## src/rtl/bitonic_sort8_pipe_if.sv

```systemverilog
// rtl/bitonic_sort8_pipe_if.sv - input/output vector handshake bundle for the bitonic sorter
interface bitonic_sort8_pipe_if #(
  parameter int WIDTH = 8
);
  logic             in_valid;
  logic             in_ready;
  logic             mode;
  logic [WIDTH-1:0] number_in1, number_in2, number_in3, number_in4;
  logic [WIDTH-1:0] number_in5, number_in6, number_in7, number_in8;
  logic             out_valid;
  logic             out_ready;
  logic             out_mode;
  logic [WIDTH-1:0] number_out1, number_out2, number_out3, number_out4;
  logic [WIDTH-1:0] number_out5, number_out6, number_out7, number_out8;

  modport slave (
    input  in_valid, mode, out_ready,
    input  number_in1, number_in2, number_in3, number_in4,
    input  number_in5, number_in6, number_in7, number_in8,
    output in_ready, out_valid, out_mode,
    output number_out1, number_out2, number_out3, number_out4,
    output number_out5, number_out6, number_out7, number_out8
  );

  modport master (
    output in_valid, mode, out_ready,
    output number_in1, number_in2, number_in3, number_in4,
    output number_in5, number_in6, number_in7, number_in8,
    input  in_ready, out_valid, out_mode,
    input  number_out1, number_out2, number_out3, number_out4,
    input  number_out5, number_out6, number_out7, number_out8
  );
endinterface

```

## src/rtl/bitonic_sort8_pipe.sv

```systemverilog
// rtl/bitonic_sort8_pipe.sv - six-stage pipelined 8-input bitonic sorter
// Each stage is one compare-exchange layer plus a register; a single stall signal freezes every stage.
module bitonic_sort8_pipe #(
  parameter int WIDTH  = 8,
  parameter bit SIGNED = 1'b0
) (
  input logic                clk,
  input logic                rst_n,
  bitonic_sort8_pipe_if.slave bus
);
  typedef logic [WIDTH-1:0] elem_t;

  elem_t in_vec [8];
  elem_t q      [1:6][8];
  elem_t nx     [1:6][8];
  logic  q_v    [1:6];
  logic  q_m    [1:6];
  logic  stall;

  function automatic logic gt(input elem_t a, input elem_t b);
    if (SIGNED) return $signed(a) > $signed(b);
    return a > b;
  endfunction

  assign in_vec = '{bus.number_in1, bus.number_in2, bus.number_in3, bus.number_in4,
                    bus.number_in5, bus.number_in6, bus.number_in7, bus.number_in8};

  // D is the pair distance, B the size of the block whose sort direction is shared.
  for (genvar s = 1; s <= 6; s++) begin : g_stage
    localparam int D = (s == 4) ? 4 : ((s == 2 || s == 5) ? 2 : 1);
    localparam int B = (s == 1) ? 2 : ((s <= 3) ? 4 : 8);
    elem_t src [8];
    logic  src_m;
    if (s == 1) begin : g_first
      assign src   = in_vec;
      assign src_m = bus.mode;
    end else begin : g_next
      assign src   = q[s-1];
      assign src_m = q_m[s-1];
    end
    for (genvar i = 0; i < 8; i++) begin : g_lane
      localparam int P     = i ^ D;
      localparam bit LOWER = (i & D) == 0;
      localparam bit UP    = (i & B) == 0;
      elem_t lo, hi;
      logic  up, swap;
      assign lo   = LOWER ? src[i] : src[P];
      assign hi   = LOWER ? src[P] : src[i];
      assign up   = UP ^ src_m;
      // strict compare so equal elements never swap
      assign swap = up ? gt(lo, hi) : gt(hi, lo);
      assign nx[s][i] = (LOWER ^ swap) ? lo : hi;
    end
  end

  assign stall        = q_v[6] && !bus.out_ready;
  assign bus.in_ready = !stall;

  always_ff @(posedge clk or negedge rst_n) begin
    if (!rst_n) begin
      for (int s = 1; s <= 6; s++) begin
        q_v[s] <= 1'b0;
        q_m[s] <= 1'b0;
        for (int i = 0; i < 8; i++) q[s][i] <= '0;
      end
    end else if (!stall) begin
      q_v[1] <= bus.in_valid;
      q_m[1] <= bus.mode;
      for (int s = 2; s <= 6; s++) begin
        q_v[s] <= q_v[s-1];
        q_m[s] <= q_m[s-1];
      end
      for (int s = 1; s <= 6; s++) q[s] <= nx[s];
    end
  end

  assign bus.out_valid   = q_v[6];
  assign bus.out_mode    = q_m[6];
  assign bus.number_out1 = q[6][0];
  assign bus.number_out2 = q[6][1];
  assign bus.number_out3 = q[6][2];
  assign bus.number_out4 = q[6][3];
  assign bus.number_out5 = q[6][4];
  assign bus.number_out6 = q[6][5];
  assign bus.number_out7 = q[6][6];
  assign bus.number_out8 = q[6][7];
endmodule

```

## src/flat_wrapper.sv

```systemverilog
// flat-port wrapper written by rule: the top's interface ports become plain ports
module bitonic_sort8_pipe_flat 
#(
  parameter int WIDTH  = 8,
  parameter bit SIGNED = 1'b0
)
  (clk, rst_n, bus_in_valid, bus_mode, bus_out_ready, bus_number_in1, bus_number_in2, bus_number_in3, bus_number_in4, bus_number_in5, bus_number_in6, bus_number_in7, bus_number_in8, bus_in_ready, bus_out_valid, bus_out_mode, bus_number_out1, bus_number_out2, bus_number_out3, bus_number_out4, bus_number_out5, bus_number_out6, bus_number_out7, bus_number_out8);
  bitonic_sort8_pipe_if #(.WIDTH(WIDTH)) bus_i ();
  input logic clk;
  input logic rst_n;
  input wire logic [$bits(bus_i.in_valid)-1:0] bus_in_valid;
  input wire logic [$bits(bus_i.mode)-1:0] bus_mode;
  input wire logic [$bits(bus_i.out_ready)-1:0] bus_out_ready;
  input wire logic [$bits(bus_i.number_in1)-1:0] bus_number_in1;
  input wire logic [$bits(bus_i.number_in2)-1:0] bus_number_in2;
  input wire logic [$bits(bus_i.number_in3)-1:0] bus_number_in3;
  input wire logic [$bits(bus_i.number_in4)-1:0] bus_number_in4;
  input wire logic [$bits(bus_i.number_in5)-1:0] bus_number_in5;
  input wire logic [$bits(bus_i.number_in6)-1:0] bus_number_in6;
  input wire logic [$bits(bus_i.number_in7)-1:0] bus_number_in7;
  input wire logic [$bits(bus_i.number_in8)-1:0] bus_number_in8;
  output wire logic [$bits(bus_i.in_ready)-1:0] bus_in_ready;
  output wire logic [$bits(bus_i.out_valid)-1:0] bus_out_valid;
  output wire logic [$bits(bus_i.out_mode)-1:0] bus_out_mode;
  output wire logic [$bits(bus_i.number_out1)-1:0] bus_number_out1;
  output wire logic [$bits(bus_i.number_out2)-1:0] bus_number_out2;
  output wire logic [$bits(bus_i.number_out3)-1:0] bus_number_out3;
  output wire logic [$bits(bus_i.number_out4)-1:0] bus_number_out4;
  output wire logic [$bits(bus_i.number_out5)-1:0] bus_number_out5;
  output wire logic [$bits(bus_i.number_out6)-1:0] bus_number_out6;
  output wire logic [$bits(bus_i.number_out7)-1:0] bus_number_out7;
  output wire logic [$bits(bus_i.number_out8)-1:0] bus_number_out8;
  assign bus_i.in_valid = bus_in_valid;
  assign bus_i.mode = bus_mode;
  assign bus_i.out_ready = bus_out_ready;
  assign bus_i.number_in1 = bus_number_in1;
  assign bus_i.number_in2 = bus_number_in2;
  assign bus_i.number_in3 = bus_number_in3;
  assign bus_i.number_in4 = bus_number_in4;
  assign bus_i.number_in5 = bus_number_in5;
  assign bus_i.number_in6 = bus_number_in6;
  assign bus_i.number_in7 = bus_number_in7;
  assign bus_i.number_in8 = bus_number_in8;
  assign bus_in_ready = bus_i.in_ready;
  assign bus_out_valid = bus_i.out_valid;
  assign bus_out_mode = bus_i.out_mode;
  assign bus_number_out1 = bus_i.number_out1;
  assign bus_number_out2 = bus_i.number_out2;
  assign bus_number_out3 = bus_i.number_out3;
  assign bus_number_out4 = bus_i.number_out4;
  assign bus_number_out5 = bus_i.number_out5;
  assign bus_number_out6 = bus_i.number_out6;
  assign bus_number_out7 = bus_i.number_out7;
  assign bus_number_out8 = bus_i.number_out8;
  bitonic_sort8_pipe #(.WIDTH(WIDTH), .SIGNED(SIGNED)) u_core (.clk(clk), .rst_n(rst_n), .bus(bus_i));
endmodule
```

## config.mk

```make
export PLATFORM = sky130hd
export DESIGN_NAME = bitonic_sort8_pipe_flat
export DESIGN_NICKNAME = d
export VERILOG_FILES = /design/src/rtl/bitonic_sort8_pipe_if.sv /design/src/rtl/bitonic_sort8_pipe.sv /design/src/flat_wrapper.sv
export SDC_FILE = /design/constraint.sdc
export NUM_CORES = 1
export LEC_CHECK = 0
export CORE_ASPECT_RATIO = 0.9
export CORE_MARGIN = 4
export CORE_UTILIZATION = 35
export DETAILED_ROUTE_END_ITERATION = 6
export PLACE_DENSITY = 0.62
export SYNTH_ARGS = -nofsm -noshare
export SYNTH_HDL_FRONTEND = slang
export SYNTH_SLANG_ARGS = --single-unit
```

## constraint.sdc

```tcl
create_clock -name clk -period 3.21 [get_ports clk]
set_input_delay 0.321 -clock clk [delete_from_list [all_inputs] [get_ports clk]]
set_output_delay 0.321 -clock clk [all_outputs]
set_load 0.05 [all_outputs]
```

==> impl_metrics.env <==
export IMPL_status="finished clean"
export IMPL_yosys_register_bits=396
export IMPL_hpwlAfterDp_um=51240
export IMPL_cp_required_ns=3.71
export IMPL_synth_distinct_cells=35
export IMPL_cts_setup_buffers=0
export IMPL_drive_gt1_share_pct=5.691
export IMPL_reg2reg_depth=7
export IMPL_maxCapViolCount=0
export IMPL_clkPwrFrac_pct=14.7
export IMPL_cp_data_arrival_time_ns=2.93
export IMPL_wl_per_cell_um=17.58
export IMPL_antenna_found_initial=0
export IMPL_row_count=94
export IMPL_fin_nets=3211
export IMPL_synth_cell_area_um2=26220
export IMPL_tightest_slew_ns=0.7676
export IMPL_synth_area_leaders="dfrtp_1 (38%), a21oi_1 (16%), mux2i_1 (15%)"
export IMPL_layout_common_cells="a21oi_1 (822), dfrtp_1 (396), mux2i_1 (384)"
export IMPL_htree_levels=2
export IMPL_grt_first_pass_wirelength_um=114000
export IMPL_p_comb_share_pct=58.3
export IMPL_diodes=0
export IMPL_synth_yosys_seq_area_share_pct=37.80
export IMPL_num_vias=21280
export IMPL_finish_utilization_pct=40.90
export IMPL_cts_buffers=47
export IMPL_crit_path_top_delay_cell="o311a_1"
export IMPL_total_power_w=0.03771
export IMPL_cts_hold_buffers_added=1
export IMPL_drc=0
export IMPL_leakage_nw=13.86
export IMPL_drt_total_wl_um=69370
export IMPL_final_max_slew_viol_count=0
export IMPL_ant_nets=0
export IMPL_gp_congestion=0.8201
export IMPL_vdd_ir_drop_worst_mv=0.5733
export IMPL_synth_top_cell_area_share_pct=37.80
export IMPL_p_seq_share_pct=27.0
export IMPL_portBuffers=135
export IMPL_power_density_nw_per_um2=1252
export IMPL_setup_tns_final_ns=0
export IMPL_maxClockFrequency_mhz=411.7
export IMPL_drt_vias_per_instance=5.391
export IMPL_yosysTopAreaCell="dfrtp_1"
export IMPL_initialDrtViolationCount=1418
export IMPL_overflow=0
export IMPL_yosysWarningCount=0
export IMPL_critical_path_cell_count=7
export IMPL_track_usage_pct=17.50
export IMPL_stdcell_area_um2=30110
export IMPL_syn_nets=3160
export IMPL_root_buffer="clkbuf_16"
export IMPL_initial_core_util_pct=35.61
export IMPL_final_min_clock_period_ns=2.429
export IMPL_grt_max_degree=185
export IMPL_clock_sinks=396
export IMPL_switching_power_w=0.01744
export IMPL_p_sw_share_pct=46.24
export IMPL_cts_tree="built"
export IMPL_final_common_cell="a21oi_1"
export IMPL_crit_family="compound AO/OA/AOI/OAI gates"
export IMPL_dr_pass1_iters=5
export IMPL_clkLatencyLatePin_ns=0.58
export IMPL_hold_path_depth=3
export IMPL_die_w_um=296.5
export IMPL_cts_resized=0
export IMPL_end_kind="flop"
export IMPL_hold_viol=0
export IMPL_synthCells=2899
export IMPL_path_max_fanout=9
export IMPL_placed_area_um2=28510
export IMPL_clk_path_buf_depth=3
export IMPL_cpPeakStageDelay_ns=0.64
export IMPL_critical_path_class="reg2reg"
export IMPL_synth_area_per_cell_um2=9.043
export IMPL_rsz0062_at_grt="no"
export IMPL_crit_chain="inv_1 -> ha_1 -> a41oi_1 -> o21ai_1 -> o211ai_1 -> o311a_1 -> mux2i_1"
export IMPL_core_region_area_um2=73630
export IMPL_setup_viol=0
export IMPL_areaGrowthSynthToFinish_pct=14.87
export IMPL_num_fill_cells=7257
export IMPL_critical_path_buf_inv_count=1
export IMPL_fp_dieH_um=267.6
export IMPL_intPower_w=0.02027
export IMPL_post_route_period_util_pct=75.67
export IMPL_slew_headroom_pct=48.83
export IMPL_hold_path_class="in2reg"
export IMPL_die_area_um2=79350
export IMPL_start_kind="flop"
export IMPL_num_io_pins=136
export IMPL_r2r_slack_ns=0.78
export IMPL_cts_clk_slew_worst_paths_ns=0.06
export IMPL_worst_clock_skew_ns=0.02209
export IMPL_grt_pass1_vias=20510
## layer usage
metal | track usage, % | wire (µm) | up-vias
li1 | - | - | 10500
met1 | 25.53 | 34260 | 10310
met2 | 28.17 | 31520 | 383
met3 | 1.907 | 2374 | 89
met4 | 3.545 | 1221 | 0
met5 | 0 | 0 | -
## stage by stage
step | setup WS (ns) | hold slack, ns | std cells
global route | 0.6074 | 0.2750 | 3947
floorplan | 1.151 | 0.02541 | 2899
global placement | 0.7884 | 0.3414 | 3860
detailed placement | 0.7295 | 0.3442 | 3860
finish | 0.7809 | 0.2772 | 3947
CTS | 0.8103 | 0.2516 | 3947
## synthesized netlist by cell type
| cell type | number |
|---|---|
| o211ai_2 | 4 |
| o311ai_4 | 2 |
| a311o_1 | 11 |
| a211oi_1 | 25 |
| a221oi_2 | 11 |
| a311oi_1 | 11 |
| nand4_1 | 48 |
| a21oi_1 | 822 |
| buf_4 | 13 |
| clkbuf_1 | 99 |
| clkbuf_2 | 2 |
| nand2_1 | 45 |
| buf_1 | 10 |
| nor2b_1 | 25 |
| a41oi_1 | 2 |
| clkinv_1 | 1 |
| o21ai_0 | 19 |
| buf_2 | 42 |
| a21o_1 | 29 |
| mux2i_1 | 384 |
| ha_1 | 192 |
| buf_6 | 11 |
| a211o_1 | 13 |
| dfrtp_1 | 396 |
| nand2b_1 | 7 |
| and3_4 | 11 |
| o311a_1 | 2 |
| nor2_1 | 210 |
| o211ai_1 | 30 |
| o211a_1 | 11 |
| nand3_1 | 11 |
| o21ai_1 | 2 |
| inv_1 | 198 |
| and2_1 | 192 |
| nor3_1 | 8 |
## path summary, 6_finish.rpt
| kind | start | end |
|---|---|---|
| min reg2reg | u_core.q_v[1] | u_core.q_v[1] |
| max reg2reg | u_core.g_stage[3].g_lane[4].hi[7] | u_core.g_stage[4].g_lane[1].hi[5] |
| max in group asynchronous | rst_n | u_core.g_stage[5].g_lane[5].lo[3] |
| max | u_core.g_stage[3].g_lane[4].hi[7] | u_core.g_stage[4].g_lane[1].hi[5] |
| min | bus_in_valid | u_core.q_v[5] |
| min in group asynchronous | rst_n | u_core.bus.number_out1[0] |
## layout make-up
type                    instances  area, µm²  area share [%]
flip-flops and latches        396       9910           32.91
well taps                     960       1201           3.989
clock buffers                  67       1373           4.558
repair buffers                179       1837           6.099
inverters                     199      749.5           2.489
multi-input cells            2127      14820           49.21
clock inverters                19      224.0          0.7437
## cells by family after synthesis
group | synth area share [%]
flops | 37.80
buf+inv | 6.095
compound gates | 21.30
mux | 14.66
fa+ha+maj | 9.163
simple gates | 10.98
## worst register-to-register path: cells and delay by family (launching register included)
kind | cells | cell delay, ns
DFF | 1 | 0.40
buffers and inverters | 1 | 0.16
adders and majority gates | 1 | 0.29
AOI/OAI and AO/OA | 4 | 1.25
muxes | 1 | 0.26
## power groups by stage
stage,Combinational (W),Sequential [W],Clock [W]
global route,0.0244,0.0105,0.00588
finish,0.0220,0.0102,0.00554
global placement,0.0215,0.0101,0
detailed placement,0.0219,0.0102,0
CTS,0.0220,0.0101,0.00568
floorplan,0.0165,0.0102,0
Note: power is estimated with default switching activity, not from simulation.
